## src/rtl/conv11_in_seq_if.sv

```systemverilog
// Handshake bundle for the 1x1-conv input sequencer: frame control, the upstream
// valid/ready pair and the downstream beat with its channel/pixel tags.
interface conv11_in_seq_if #(
  parameter int unsigned DATA_W  = 8,
  parameter int unsigned CH_NUM  = 16,
  parameter int unsigned PIX_NUM = 196
);
  localparam int unsigned CH_W  = $clog2(CH_NUM);
  localparam int unsigned PIX_W = $clog2(PIX_NUM);

  logic              start;
  logic              abort;
  logic              valid_in;
  logic [DATA_W-1:0] data_in;
  logic              ready_out;
  logic              valid_out;
  logic              ready_in;
  logic [DATA_W-1:0] data_out;
  logic [CH_W-1:0]   ch_idx;
  logic [PIX_W-1:0]  pix_idx;
  logic              last_ch;
  logic              last;
  logic              busy;
  logic              done;

  // Sequencer side.
  modport slave (
    input  start, abort, valid_in, data_in, ready_in,
    output ready_out, valid_out, data_out, ch_idx, pix_idx, last_ch, last, busy, done
  );

  // Environment side: upstream source, downstream sink and frame controller.
  modport master (
    output start, abort, valid_in, data_in, ready_in,
    input  ready_out, valid_out, data_out, ch_idx, pix_idx, last_ch, last, busy, done
  );
endinterface

```

## src/rtl/conv11_in_seq.sv

```systemverilog
// Input sequencer for a 1x1 convolution: accepts CH_NUM*PIX_NUM beats per frame and
// re-emits each one registered, tagged with its channel and pixel index.
module conv11_in_seq #(
  parameter int unsigned DATA_W  = 8,
  parameter int unsigned CH_NUM  = 16,
  parameter int unsigned PIX_NUM = 196
) (
  input logic             clk,
  input logic             rst_n,
  conv11_in_seq_if.slave  bus
);
  localparam int unsigned CH_W  = $clog2(CH_NUM);
  localparam int unsigned PIX_W = $clog2(PIX_NUM);

  typedef enum logic [1:0] {
    IDLE  = 2'd0,
    RUN   = 2'd1,
    DRAIN = 2'd2,
    DONE  = 2'd3
  } state_t;

  state_t            state_q,   state_d;
  logic [CH_W-1:0]   ch_cnt_q,  ch_cnt_d;
  logic [PIX_W-1:0]  pix_cnt_q, pix_cnt_d;
  logic              valid_q,   valid_d;
  logic [DATA_W-1:0] data_q,    data_d;
  logic [CH_W-1:0]   ch_idx_q,  ch_idx_d;
  logic [PIX_W-1:0]  pix_idx_q, pix_idx_d;
  logic              last_ch_q, last_ch_d;
  logic              last_q,    last_d;

  logic ready_c;
  logic accept_c;
  logic consume_c;
  logic ch_end_c;
  logic pix_end_c;

  // Output slot may be refilled in the same cycle it is drained.
  assign ready_c   = (state_q == RUN) && (!valid_q || bus.ready_in);
  assign accept_c  = bus.valid_in && ready_c;
  assign consume_c = valid_q && bus.ready_in;
  assign ch_end_c  = (ch_cnt_q  == CH_W'(CH_NUM - 1));
  assign pix_end_c = (pix_cnt_q == PIX_W'(PIX_NUM - 1));

  // Next-state, counter and output-register logic.
  always_comb begin
    state_d   = state_q;
    ch_cnt_d  = ch_cnt_q;
    pix_cnt_d = pix_cnt_q;
    valid_d   = valid_q;
    data_d    = data_q;
    ch_idx_d  = ch_idx_q;
    pix_idx_d = pix_idx_q;
    last_ch_d = last_ch_q;
    last_d    = last_q;

    case (state_q)
      IDLE: begin
        if (bus.start) begin
          state_d   = RUN;
          ch_cnt_d  = '0;
          pix_cnt_d = '0;
        end
      end
      RUN: begin
        if (accept_c && ch_end_c && pix_end_c) begin
          state_d = DRAIN;
        end
      end
      DRAIN: begin
        if (consume_c) begin
          state_d = DONE;
        end
      end
      DONE: begin
        state_d = IDLE;
      end
      default: begin
        state_d = IDLE;
      end
    endcase

    if (consume_c) begin
      valid_d = 1'b0;
    end

    if (accept_c) begin
      valid_d   = 1'b1;
      data_d    = bus.data_in;
      ch_idx_d  = ch_cnt_q;
      pix_idx_d = pix_cnt_q;
      last_ch_d = ch_end_c;
      last_d    = ch_end_c && pix_end_c;
      if (ch_end_c) begin
        ch_cnt_d  = '0;
        pix_cnt_d = pix_end_c ? '0 : pix_cnt_q + PIX_W'(1);
      end else begin
        ch_cnt_d  = ch_cnt_q + CH_W'(1);
      end
    end

    // Abort wins over start, accept and the DRAIN->DONE step.
    if (bus.abort) begin
      state_d   = IDLE;
      valid_d   = 1'b0;
      ch_cnt_d  = '0;
      pix_cnt_d = '0;
    end
  end

  // State and datapath registers.
  always_ff @(posedge clk or negedge rst_n) begin
    if (!rst_n) begin
      state_q   <= IDLE;
      ch_cnt_q  <= '0;
      pix_cnt_q <= '0;
      valid_q   <= 1'b0;
      data_q    <= '0;
      ch_idx_q  <= '0;
      pix_idx_q <= '0;
      last_ch_q <= 1'b0;
      last_q    <= 1'b0;
    end else begin
      state_q   <= state_d;
      ch_cnt_q  <= ch_cnt_d;
      pix_cnt_q <= pix_cnt_d;
      valid_q   <= valid_d;
      data_q    <= data_d;
      ch_idx_q  <= ch_idx_d;
      pix_idx_q <= pix_idx_d;
      last_ch_q <= last_ch_d;
      last_q    <= last_d;
    end
  end

  assign bus.ready_out = ready_c;
  assign bus.valid_out = valid_q;
  assign bus.data_out  = data_q;
  assign bus.ch_idx    = ch_idx_q;
  assign bus.pix_idx   = pix_idx_q;
  assign bus.last_ch   = last_ch_q;
  assign bus.last      = last_q;
  assign bus.busy      = (state_q != IDLE);
  assign bus.done      = (state_q == DONE);

endmodule

```

## src/flat_wrapper.sv

```systemverilog
// flat-port wrapper written by rule: the top's interface ports become plain ports
module conv11_in_seq_flat 
#(
  parameter int unsigned DATA_W  = 8,
  parameter int unsigned CH_NUM  = 16,
  parameter int unsigned PIX_NUM = 196
)
  (clk, rst_n, bus_start, bus_abort, bus_valid_in, bus_data_in, bus_ready_in, bus_ready_out, bus_valid_out, bus_data_out, bus_ch_idx, bus_pix_idx, bus_last_ch, bus_last, bus_busy, bus_done);
  conv11_in_seq_if #(.DATA_W(DATA_W), .CH_NUM(CH_NUM), .PIX_NUM(PIX_NUM)) bus_i ();
  input logic clk;
  input logic rst_n;
  input wire logic [$bits(bus_i.start)-1:0] bus_start;
  input wire logic [$bits(bus_i.abort)-1:0] bus_abort;
  input wire logic [$bits(bus_i.valid_in)-1:0] bus_valid_in;
  input wire logic [$bits(bus_i.data_in)-1:0] bus_data_in;
  input wire logic [$bits(bus_i.ready_in)-1:0] bus_ready_in;
  output wire logic [$bits(bus_i.ready_out)-1:0] bus_ready_out;
  output wire logic [$bits(bus_i.valid_out)-1:0] bus_valid_out;
  output wire logic [$bits(bus_i.data_out)-1:0] bus_data_out;
  output wire logic [$bits(bus_i.ch_idx)-1:0] bus_ch_idx;
  output wire logic [$bits(bus_i.pix_idx)-1:0] bus_pix_idx;
  output wire logic [$bits(bus_i.last_ch)-1:0] bus_last_ch;
  output wire logic [$bits(bus_i.last)-1:0] bus_last;
  output wire logic [$bits(bus_i.busy)-1:0] bus_busy;
  output wire logic [$bits(bus_i.done)-1:0] bus_done;
  assign bus_i.start = bus_start;
  assign bus_i.abort = bus_abort;
  assign bus_i.valid_in = bus_valid_in;
  assign bus_i.data_in = bus_data_in;
  assign bus_i.ready_in = bus_ready_in;
  assign bus_ready_out = bus_i.ready_out;
  assign bus_valid_out = bus_i.valid_out;
  assign bus_data_out = bus_i.data_out;
  assign bus_ch_idx = bus_i.ch_idx;
  assign bus_pix_idx = bus_i.pix_idx;
  assign bus_last_ch = bus_i.last_ch;
  assign bus_last = bus_i.last;
  assign bus_busy = bus_i.busy;
  assign bus_done = bus_i.done;
  conv11_in_seq #(.DATA_W(DATA_W), .CH_NUM(CH_NUM), .PIX_NUM(PIX_NUM)) u_core (.clk(clk), .rst_n(rst_n), .bus(bus_i));
endmodule
```

## config.mk

```make
export PLATFORM = sky130hd
export DESIGN_NAME = conv11_in_seq_flat
export DESIGN_NICKNAME = d
export VERILOG_FILES = /design/src/rtl/conv11_in_seq_if.sv /design/src/rtl/conv11_in_seq.sv /design/src/flat_wrapper.sv
export SDC_FILE = /design/constraint.sdc
export NUM_CORES = 1
export LEC_CHECK = 0
export ABC_CLOCK_PERIOD_IN_PS = 5050
export CAP_MARGIN = 30
export CORE_ASPECT_RATIO = 1.2
export CORE_MARGIN = 10
export CORE_UTILIZATION = 54
export CTS_CLUSTER_SIZE = 14
export DETAILED_ROUTE_END_ITERATION = 10
export GPL_TIMING_DRIVEN = 0
export PLACE_DENSITY_LB_ADDON = 0.12
export SLEW_MARGIN = 10
export SYNTH_ARGS = -nofsm -noshare
export SYNTH_HDL_FRONTEND = slang
export SYNTH_SLANG_ARGS = --single-unit
```

## constraint.sdc

```tcl
create_clock -name clk -period 5.05 [get_ports clk]
set_input_delay 0.7575 -clock clk [delete_from_list [all_inputs] [get_ports clk]]
set_output_delay 0.7575 -clock clk [all_outputs]
set_load 0.005 [all_outputs]
```

==> metrics.yaml <==
fin_nets: 279
cts_hold_buf: 0
intPower_mw: 0.6078
worstPathCellList: "clkdlybuf4s50_1 -> nand2b_1 -> and2_1 -> clkdlybuf4s50_1"
grt.overflow.total: 0
dp_hpwl_um: 3477
required_ps: 4290
drc: 0
switching_power_mw: 0.2860
grt_pass1_wl_um: 7824
pin_count: 40
finalCritPeriodShare_pct: 56.93
power_density_nw_per_um2: 373.2
crit_type: "in2out"
fin_cells: 295
ys.flop_type: "dfrtp_1"
tritoncts: "done"
clk_path_buf_depth: 2
clk_latency_ps: 270
antenna_left: 0
place_inst: 288
root_buffer: "clkbuf_8"
crit_fanout: 5
synth_nets: 232
dr_total_vias: 1628
busiest_layer: "met2"
area_growth_pct: 28.98
power.total_mw: 0.8938
crit_family: "buffers and inverters"
core_area_um2: 3338
synth_area_per_cell_um2: 8.800
grt_use_met2_pct: 25.39
clock-sinks: 37
drv_slew: 0
rows: 23
synth-edff-count: 0
cts_resized: 0
htreeDepth: 2
fin_util_pct: 71.74
gp_congestion: 0.8834
drt_pass1_iterations: 5
comb_power_share_pct: 35.2
post_drt_wl_per_cell_um: 15.66
crit_path_frequent_cell: "clkdlybuf4s50_1"
cp_slowest_cell: "clkdlybuf4s50_1"
portBuffers: 39
p_sw_share_pct: 32.00
grt_pass1_vias: 1576
floorplan.initialDensity_pct: 55.62
gr-usage-met1_pct: 19.56
rsz0062_at_grt: "no"
drive_above_1_share_pct: 6.202
ys_warn_count: 0
skew_ps: 3.393
cts_setup_buffers: 0
crit_buf_inv: 2
cts_buffers: 5
synth_cell_type_count: 40
ys_seq_area_share_pct: 49.87
p_seq_share_pct: 42.2
grtUsageMet3_pct: 4.711
antenna_cells: 0
min_path_type: "in2async"
slew_headroom_pct: 43.50
drt_iter0_drc: 216
hold_viol: 0
clkPwrFrac_pct: 22.6
synth-seq-cells: 37
syn_area_um2: 1857
async_flop_share_pct: 100.0
vias_per_cell: 5.519
clk_pin_slew_ps: 70
start_kind: "primary input"
cap_violations: 0
max_freq_mhz: 347.8
fp.dieH_um: 84.24
setup_tns_ps: 0
track_usage_pct: 15.40
antenna_found_initial: 0
synth_cells: 211
setup-violations-final: 0
die_w_um: 73.53
max_stage_delay_ps: 500
status: "completed"
worstPathArrival_ps: 2120
routed_wl_um: 4619
worstMarginPinSlew_ps: 841.8
die-area_um2: 6194
ir_worst_vdd_mv: 0.2944
p_leak_nw: 1.102
grt_max_degree: 33
endpoint_kind: "output pin"
fin_crit_ps: 2875
## worst register-to-register path, stage by stage, from the launching register on
cell and delay (ps):
dfrtp_1 430, inv_1 120, ha_1 280, and2_1 200, a311oi_1 740, nand2_1 130
o211ai_1 120
## flip-flops by register name, indices dropped and copies added, names as in the netlist, 2 cells and up
register / cells
u_core.ch_cnt_q: 4
u_core.bus.data_out: 8
u_core.bus.pix_idx: 8
u_core.pix_cnt_q: 8
u_core.state_q: 2
u_core.bus.ch_idx: 4
## power by group through the flow
| stage | clock network, mW | registers [mW] | logic (mW) |
|---|---|---|---|
| 5_1_grt | 0.224 | 0.384 | 0.355 |
| 6_report | 0.202 | 0.377 | 0.315 |
| 3_5_place_dp | 0 | 0.381 | 0.317 |
| 3_3_place_gp | 0 | 0.379 | 0.307 |
| 4_1_cts | 0.209 | 0.377 | 0.320 |
| 2_1_floorplan | 0 | 0.380 | 0.154 |
## placed cells by master (no fill, tap or decap), drive strengths merged, types with 2 or more instances in the layout
| master | n |
|---|---|
| o21ai | 6 |
| ha | 7 |
| and3 | 2 |
| nand4 | 6 |
| nand2 | 78 |
| nor3 | 5 |
| o311ai | 2 |
| dfrtp | 37 |
| buf | 5 |
| mux2i | 2 |
| inv | 8 |
| nand3 | 7 |
| a311oi | 2 |
| clkbuf | 13 |
| nor2 | 10 |
| and2 | 3 |
| clkdlybuf4s50 | 38 |
| a21oi | 5 |
| o211ai | 5 |
## logic make-up after synthesis
logic type | Yosys count | share of synthesized area (%)
DFF | 37 | 49.87
and+or+nand+nor | 120 | 29.45
buffers and inverters | 17 | 4.312
AOI/OAI and AO/OA | 27 | 9.974
adders and majority gates | 7 | 4.717
muxes | 3 | 1.685
## cells in the mapped netlist (2+ instances only)
library cell | number | share of area, %
nand3_1 | 5 | 1.3
inv_1 | 7 | 1.4
o311ai_1 | 2 | 0.94
o21ai_1 | 2 | 0.54
nand2_1 | 78 | 16
nor3_1 | 4 | 1.1
nand3_2 | 2 | 1.1
a311oi_1 | 2 | 0.94
buf_6 | 2 | 1.2
clkbuf_1 | 6 | 1.2
and2_1 | 3 | 1.0
nor2_1 | 10 | 2.0
a21oi_1 | 5 | 1.3
nand4_1 | 6 | 2.0
dfrtp_1 | 37 | 50
and3_1 | 2 | 0.67
o21ai_0 | 4 | 1.1
o211ai_1 | 5 | 2.0
mux2i_1 | 2 | 1.1
ha_1 | 7 | 4.7
## metrics by stage
stage / hold WS, ps / area, um2 / setup WS [ps]
after floorplan: 461.9 / 1857 / 3173
after global placement: 456.6 / 2293 / 2177
after detailed placement: 461.0 / 2308 / 2170
after CTS: 303.9 / 2395 / 2170
after global routing: 296.5 / 2395 / 2108
final: 308.6 / 2395 / 2175
## layout make-up
cell class / count / area (um2)
Timing Repair Buffer: 40 / 405.4
Tap cell: 37 / 46.29
Sequential cell: 37 / 925.9
Buffer: 9 / 50.05
Clock buffer: 7 / 86.33
Multi-Input combinational cell: 157 / 850.8
Fill cell: 257 / 943.4
Inverter: 8 / 30.03
## path summary, 6_finish.rpt
path	cells past startpoint	start	slack, ps	endpoint
max in group asynchronous	2	rst_n	4330	u_core.pix_cnt_q[0]
min in group clk	2	u_core.bus.data_out[3]	470	u_core.bus.data_out[3]
setup reg to reg	6	u_core.state_q[1]	2930	u_core.pix_cnt_q[3]
setup / recovery	4	bus_ready_in	2180	bus_ready_out
hold / removal	1	rst_n	310	u_core.pix_cnt_q[3]
hold reg to reg	2	u_core.bus.data_out[3]	470	u_core.bus.data_out[3]
## routing by layer
metal | wire length (um) | vias up
li1 | - | 806
met2 | 2479 | 52
met3 | 267 | 6
met4 | 21 | 0
met5 | 0 | -
met1 | 1850 | 764
No activity file was read; power rests on OpenSTA's default activity.
